<file path="src/rtl/bawsss_mem_pkg.sv">
// Shared types and default timing parameters for the bawsss unified-memory arbiter.
package bawsss_mem_pkg;

    localparam int DEF_LATENCY      = 2;
    localparam int DEF_MAX_D_STREAK = 3;

    typedef enum logic [1:0] {IDLE, BUSY_I, BUSY_D} state_t;
    typedef enum logic {OWN_I, OWN_D} owner_t;

endpackage

</file>
<file path="src/rtl/bawsss_lat_counter.sv">
// Loadable down-counter that stops at zero; times out one memory access.
module bawsss_lat_counter #(
    parameter int WIDTH = 4
) (
    input  logic             clk,
    input  logic             rst,
    input  logic             load,
    input  logic [WIDTH-1:0] load_val,
    output logic [WIDTH-1:0] cnt,
    output logic             zero
);

    always_ff @(posedge clk or negedge rst) begin
        if (!rst) begin
            cnt <= '0;
        end else if (load) begin
            cnt <= load_val;
        end else if (cnt != '0) begin
            cnt <= cnt - WIDTH'(1);
        end
    end

    assign zero = (cnt == '0);

endmodule

</file>
<file path="src/rtl/bawsss_mem_arbiter.sv">
// Shares one fixed-latency single-port memory between the cpu fetch and data ports.
// Data wins contention until its streak limit is reached, then fetch gets one grant.
import bawsss_mem_pkg::*;

module bawsss_mem_arbiter #(
    parameter int DATA_WIDTH   = 16,
    parameter int ADDR_WIDTH   = 16,
    parameter int LATENCY      = DEF_LATENCY,
    parameter int MAX_D_STREAK = DEF_MAX_D_STREAK
) (
    input  logic                  clk,
    input  logic                  rst,
    input  logic                  i_req,
    input  logic [ADDR_WIDTH-1:0] i_addr,
    output logic                  i_ack,
    output logic [DATA_WIDTH-1:0] i_rdata,
    input  logic                  d_req,
    input  logic                  d_we,
    input  logic [ADDR_WIDTH-1:0] d_addr,
    input  logic [DATA_WIDTH-1:0] d_wdata,
    output logic                  d_ack,
    output logic [DATA_WIDTH-1:0] d_rdata,
    output logic                  m_en,
    output logic                  m_we,
    output logic [ADDR_WIDTH-1:0] m_addr,
    output logic [DATA_WIDTH-1:0] m_wdata,
    input  logic [DATA_WIDTH-1:0] m_rdata,
    output logic                  busy
);

    localparam logic [3:0] LOAD_VAL   = 4'(LATENCY - 1);
    localparam logic [3:0] STREAK_MAX = 4'(MAX_D_STREAK);

    state_t     state, state_nxt;
    owner_t     grant_own;
    logic       grant;
    logic [3:0] streak;
    logic [3:0] cnt;
    logic       cnt_zero;
    logic       we_q;

    bawsss_lat_counter #(.WIDTH(4)) u_lat (
        .clk      (clk),
        .rst      (rst),
        .load     (grant),
        .load_val (LOAD_VAL),
        .cnt      (cnt),
        .zero     (cnt_zero)
    );

    // Grants only happen from IDLE, which gives the mandatory bubble between accesses.
    always_comb begin
        state_nxt = state;
        grant     = 1'b0;
        grant_own = OWN_D;
        case (state)
            IDLE: begin
                if (d_req && !(i_req && streak == STREAK_MAX)) begin
                    grant     = 1'b1;
                    grant_own = OWN_D;
                    state_nxt = BUSY_D;
                end else if (i_req) begin
                    grant     = 1'b1;
                    grant_own = OWN_I;
                    state_nxt = BUSY_I;
                end
            end
            BUSY_I, BUSY_D: begin
                if (cnt_zero) begin
                    state_nxt = IDLE;
                end
            end
            default: state_nxt = IDLE;
        endcase
    end

    // The streak only grows while fetch is actually waiting.
    always_ff @(posedge clk or negedge rst) begin
        if (!rst) begin
            state   <= IDLE;
            streak  <= '0;
            m_addr  <= '0;
            m_wdata <= '0;
            we_q    <= 1'b0;
        end else begin
            state <= state_nxt;
            if (grant) begin
                if (grant_own == OWN_D) begin
                    m_addr  <= d_addr;
                    m_wdata <= d_wdata;
                    we_q    <= d_we;
                    if (!i_req) begin
                        streak <= '0;
                    end else if (streak != STREAK_MAX) begin
                        streak <= streak + 4'd1;
                    end
                end else begin
                    m_addr  <= i_addr;
                    m_wdata <= '0;
                    we_q    <= 1'b0;
                    streak  <= '0;
                end
            end
        end
    end

    assign busy    = (state != IDLE);
    assign m_en    = busy;
    assign m_we    = busy && we_q;
    assign i_ack   = (state == BUSY_I) && cnt_zero;
    assign d_ack   = (state == BUSY_D) && cnt_zero;
    assign i_rdata = i_ack ? m_rdata : '0;
    assign d_rdata = (d_ack && !we_q) ? m_rdata : '0;

endmodule

</file>
<file path="config.mk">
export PLATFORM = sky130hd
export DESIGN_NAME = bawsss_mem_arbiter
export DESIGN_NICKNAME = d
export VERILOG_FILES = /design/src/rtl/bawsss_mem_pkg.sv /design/src/rtl/bawsss_lat_counter.sv /design/src/rtl/bawsss_mem_arbiter.sv
export SDC_FILE = /design/constraint.sdc
export NUM_CORES = 1
export LEC_CHECK = 0
export CAP_MARGIN = 10
export CORE_MARGIN = 2
export CORE_UTILIZATION = 29
export CTS_CLUSTER_DIAMETER = 40
export DETAILED_ROUTE_END_ITERATION = 10
export GPL_TIMING_DRIVEN = 0
export PLACE_DENSITY = 0.71
export SYNTH_ARGS = -nofsm -noshare
export SYNTH_HDL_FRONTEND = slang
export SYNTH_SLANG_ARGS = --single-unit
export TNS_END_PERCENT = 30
</file>
<file path="constraint.sdc">
create_clock -name clk -period 3.5 [get_ports clk]
set_input_delay 0.7 -clock clk [delete_from_list [all_inputs] [get_ports clk]]
set_output_delay 0.7 -clock clk [all_outputs]
set_load 0.02 [all_outputs]
</file>
* Word-level counts from Yosys, hierarchy flattened
Index checks and enable logic that the tools add are counted.
** Cells by class
- Add/subtract/negate cells :: 2
- Equal/unequal tests :: 7
- Reduce and logical (&&, ||, !) cells :: 16
- Multiplexer cells :: 20
** Operators by type and width (number)
- two-way mux 16 bit :: 4
- two-way mux 4 bit :: 5
- two-way mux 1 bit :: 7
- logical AND 1 bit :: 6
- two-way mux 2 bit :: 3
- adder 4 x 1 -> 4 bit, second input constant :: 1
- equality test 4 x 2 -> 1 bit, second input constant :: 1
- zero test 4 bit :: 1
- inequality test 4 x 2 -> 1 bit, second input constant :: 1
- case mux 2 bit (2 select lines) :: 1
- AND reduction 2 bit :: 2
- nonzero test 2 bit :: 2
- nonzero test 4 bit :: 1
- subtractor 4 x 1 -> 4 bit, second input constant :: 1
- inequality test 3 x 2 -> 1 bit, second input constant :: 1
- inequality test 3 bit, second input constant :: 1
- equality test 2 x 1 -> 1 bit, second input constant :: 1
- equality test 2 bit, second input constant :: 1
- zero test 1 bit :: 2
- zero test 2 bit :: 1
- inequality test 2 bit, second input constant :: 1
- OR reduction 2 bit :: 1
** Word-level totals
- Flip-flop bits (word level) :: 43
- Output and inout bits :: 69
- Word-level logic and storage cells :: 51
- Input bits :: 69

* Depth between registers and ports, before layout
Gate-level depths: netlist of the first run.
- Depth in word-level cells :: 8
- Depth in mapped cells :: 7
- Mapped depth without buffers :: 5

* Hierarchy
A second synthesis of the first run with hierarchy kept.
** Second synthesis, totals
- Cell total of the unflattened synthesis :: 233
- Area, all modules :: 2382.3 um^2
** By module, submodules not included
- bawsss_mem_arbiter :: times used 1, area an instance 2148.3 um^2, cells an instance 211
- bawsss_lat_counter :: times used 1, area an instance 234.0 um^2, cells an instance 22

* Least setup slack after synthesis of the first run
No wires, ideal clock.
- Path kind :: register -> output
- Start :: register u_lat.cnt[0]
- End :: output i_rdata[10]
- Setup slack :: 0.948 ns
- Data arrival time :: 1.852 ns
- Cell stages (with the launch flop) :: 8
- Path buffers :: 2
- Path through :: dfrtp_1 inv_1 ha_1 or3b_1 buf_2 nor2_1 buf_2 and2_1
** On the way
- Word-level cells in the longest chain between the ends :: 3
** RTL lines
- start: declaration :: RTL line bawsss_lat_counter.sv:9 : output logic [WIDTH-1:0] cnt,
- start signal: assignment :: RTL line bawsss_lat_counter.sv:17 : cnt <= load_val;
- start signal: assignment :: RTL line bawsss_lat_counter.sv:19 : cnt <= cnt - WIDTH'(1);
- zero test 4 bit :: RTL line bawsss_lat_counter.sv:23 : assign zero = (cnt == '0);
- logical AND 1 bit :: RTL line bawsss_mem_arbiter.sv:110 : assign i_ack = (state == BUSY_I) && cnt_zero;
- named net i_ack :: RTL line bawsss_mem_arbiter.sv:15 : output logic i_ack,
- two-way mux 16 bit :: RTL line bawsss_mem_arbiter.sv:112 : assign i_rdata = i_ack ? m_rdata : '0;
- end: declaration :: RTL line bawsss_mem_arbiter.sv:16 : output logic [DATA_WIDTH-1:0] i_rdata,
The timed path passes the listed nets, and every way through them passes these cells.

* Worst setup path after layout of the first run
- Start :: register u_lat.cnt[0]
- End :: output d_rdata[2]
** On the way
- Word-level cells in the longest chain between the ends :: 4
** RTL lines
- zero test 4 bit :: RTL line bawsss_lat_counter.sv:23
- logical AND 1 bit :: RTL line bawsss_mem_arbiter.sv:111 : assign d_ack = (state == BUSY_D) && cnt_zero;
- logical AND 1 bit :: RTL line bawsss_mem_arbiter.sv:113 : assign d_rdata = (d_ack && !we_q) ? m_rdata : '0;
- two-way mux 16 bit :: RTL line bawsss_mem_arbiter.sv:113
- end: declaration :: RTL line bawsss_mem_arbiter.sv:22 : output logic [DATA_WIDTH-1:0] d_rdata,
No other way between the ends.

==> flow_summary_export.csv, run 1 <==
group,metric,value,unit
power,powerDensity,749.6,nW/um^2
clocking,clkTransAtPathRegs,90,ps
synthesis,avgSynthCellArea,9.945,um^2
clocking,cts_tree,"yes",
route,drt_wl_total,6.749,mm
place,dp.cells,471,
floorplan,die_y,93,um
synthesis,async_flop_share,100.0,%
critical_path,crit_fanout,10,
critical_path,cpMaxStageDelayCell,"clkdlybuf4s50_1",
critical_path,r2r-end,"m_addr[9]",
sta,fmax,298.8,MHz
critical_path,start_kind,"flip-flop",
clocking,cts_made_buffers,5,
route,drc,0,
critical_path,critPathKind,"flip-flop to output pin",
sta,timing.slew.headroom,66.46,%
floorplan,core,7687,um^2
clocking,cts_max_level,2,
synthesis,seq_area_frac_synth,46.84,%
grt,antenna_found_initial,0,
sta,period_share,95.61,%
final_layout,nets,453,
critical_path,critPathArrivalTime,2650,ps
critical_path,cp.required,2800,ps
grt,grt_pass1_wl,10.83,mm
route,num_vias,2258,
floorplan,start_util,29.88,%
floorplan,rows,32,
critical_path,cp_cell_sequence,"inv_1 > ha_1 > or3b_1 > buf_2 > nor3_4 > buf_4 > and2_1 > clkdlybuf4s50_1",
grt,grt_pass1_vias,2221,
sta,tightest_slew,503.1,ps
synthesis,syn_inst,231,
synthesis,ys_types,35,
place,gp_congestion,0.7612,
grt,grt_max_degree,34,
final_layout,drive_gt1_share,6.332,%
clocking,cts.root.buffer_cell,"clkbuf_8",
critical_path,cpPeakStageDelay,600,ps
floorplan,boundaryPins,138,
power,vdd_drop_max,321.5,uV
synthesis,synth_area,2297,um^2
critical_path,cp_top_family,"buffers and inverters",
synthesis,synth_seq_cells,43,
critical_path,r2r_slack,1510,ps
power,leakagePower,2.058,nW
final_layout,antennaDiodeCount,0,
synthesis,synth_edf_count,0,
route,firstDrtPassIters,4,
critical_path,r2r_start,"state[0]",
place,numPortBuffers,137,
synthesis,ys.flop_type,"dfrtp_1",
critical_path,worstRegToRegCells,7,
synthesis,synth.net_count,306,
clocking,cts.sinks,43,
final_layout,syn2layout_area_growth,75.38,%
floorplan,fp.dieArea,8649,um^2
route,vias_per_cell,4.694,
synthesis,ys_warn_count,0,
final_layout,fin_util,52.41,%
clocking,clkLatencyLatePin,290,ps
sta,fin_crit,3346,ps
grt,overflow,0,
final_layout,final_cells,481,
route,ant_nets,0,
clocking,cts_max_path_buffers,2,
sta,rsz0062_at_grt,"false",
critical_path,worst_setup_path_end_kind,"output pin",
grt,grtUsageTotal,15.53,%
min_path,hp-class,"primary input to asynchronous set/reset pin",
route,first_iter_violations,98,
route,routedWlPerCell,14.03,um
sta,slew_viol_final,0,
sta,finClkSkew,7.803,ps
sta,setup_violations,0,
power,total_power,3.020,mW
place,dp_hpwl,5.301,mm
flow_run,maxCapViolations,0,
sta,finalSetupTns,0,ps
outcome,outcome,"finished, final reports clean",
sta,hold_violations,0,
critical_path,crit_buf_inv,4,
floorplan,die_w,93,um
cell usage in the layout (no fill, tap or decap), types with 2 or more instances in the layout:
| cell type | count |
|---|---|
| o21ai_0 | 3 |
| a32o_1 | 3 |
| clkbuf_8 | 5 |
| a22o_1 | 19 |
| o2111ai_1 | 16 |
| clkbuf_4 | 2 |
| dlymetal6s2s_1 | 20 |
| buf_4 | 3 |
| o211ai_1 | 16 |
| clkbuf_1 | 11 |
| ha_1 | 6 |
| nand2_1 | 20 |
| and2_1 | 33 |
| nor2_1 | 6 |
| clkdlybuf4s50_1 | 116 |
| inv_1 | 24 |
| buf_2 | 3 |
| dfrtp_1 | 43 |
| bufinv_16 | 2 |
| nor2b_1 | 2 |
| nand2b_1 | 2 |
| buf_6 | 4 |
stage by stage:
stage | hold slack, ps | worst slack [ps] | area (um^2)
floorplan | 404.4 | 947.6 | 2297
finish | 276.6 | 153.8 | 4029
global placement | 479.3 | 243.0 | 3796
detailed placement | 491.2 | 198.5 | 3811
CTS | 275.2 | 37.25 | 3954
global route | 274.7 | 6.203 | 4029
registers in the layout, indices dropped and copies added (netlist names):
register and count:
m_addr 16, m_wdata 16, state 2, streak 4, u_lat.cnt 4, we_q 1
per-layer routing:
metal | global-route usage (%) | vias to the layer above | part of all wire, %
li1 | - | 1111 | -
met1 | 18.72 | 1045 | 41
met2 | 26.75 | 94 | 48
met3 | 4.915 | 8 | 9.2
met4 | 4.167 | 0 | 1.2
met5 | 0 | - | 0
worst max-delay path by stage:
stage,from,slack (ps),depth (start not counted),to
finish,u_lat.cnt[0],150,8,d_rdata[2]
global route,u_lat.cnt[0],6,8,d_rdata[2]
CTS,u_lat.cnt[0],40,8,d_rdata[10]
detailed placement,u_lat.cnt[0],200,8,d_rdata[10]
global placement,u_lat.cnt[0],240,8,d_rdata[10]
floorplan,u_lat.cnt[0],950,7,i_rdata[10]
final cells by class:
type                       count  area (um^2)
buffer                        19        115.1
clock buffer                   6        72.57
clock inverter                 2        60.06
fill                         725         3659
inverter                      25        93.84
multi-input combinational    144         1032
sequential                    43         1076
tap                          102        127.6
timing repair buffer         140         1451
synth_stat cells (2+ instances only):
library cell / instances / area share, %
o211ai_1: 16 / 5.2
clkbuf_1: 11 / 1.8
a32o_1: 3 / 1.3
nand2b_1: 2 / 0.54
nor2b_1: 2 / 0.54
nor2_1: 7 / 1.1
dfrtp_1: 43 / 47
ha_1: 6 / 3.3
a22o_1: 19 / 7.2
and2_1: 33 / 9.0
nand2_1: 20 / 3.3
buf_6: 4 / 2.0
o2111ai_1: 16 / 6.1
buf_2: 3 / 0.65
inv_1: 24 / 3.9
o21ai_0: 3 / 0.65
power by group:
part	switching, mW	internal, mW	leakage (nW)
combinational	0.880	0.820	1.45
sequential	0.141	0.726	0.544
clock	0.168	0.285	0.0654
total	1.19	1.83	2.06
what timing repair did:
item / 4_1_cts / 5_1_grt
setup endpoints to repair: 19 / 20
setup buffers: 0 / 2
cloned: 0 / 0
gates resized for setup: 3 / 24
pin swaps: 0 / 1
hold buffers: 0 / 0
cells by family after synthesis:
logic type / Yosys count / synth area share, %
flip-flops: 43 / 46.84
adder cells (fa/ha/maj): 6 / 3.268
AO/OA/AOI/OAI: 63 / 22.55
buffers and inverters: 44 / 8.823
multiplexers: 2 / 0.9259
AND/OR/NAND/NOR: 72 / 17.21
XOR/XNOR: 1 / 0.3813
No activity file was read; power rests on OpenSTA's default activity.
==> run 2, diff against run 1 <==
CAP_MARGIN = 20   (was 10)
==> results of run 2 <==
No change in the layout: final DEF, timing and power equal those of run 1.
==> run 3, diff against run 2 <==
GPL_ROUTABILITY_DRIVEN = 0   (was unset)
HOLD_SLACK_MARGIN = 0.08   (was unset)
==> results of run 3 <==
No change in the layout: final DEF, timing and power equal those of run 1.
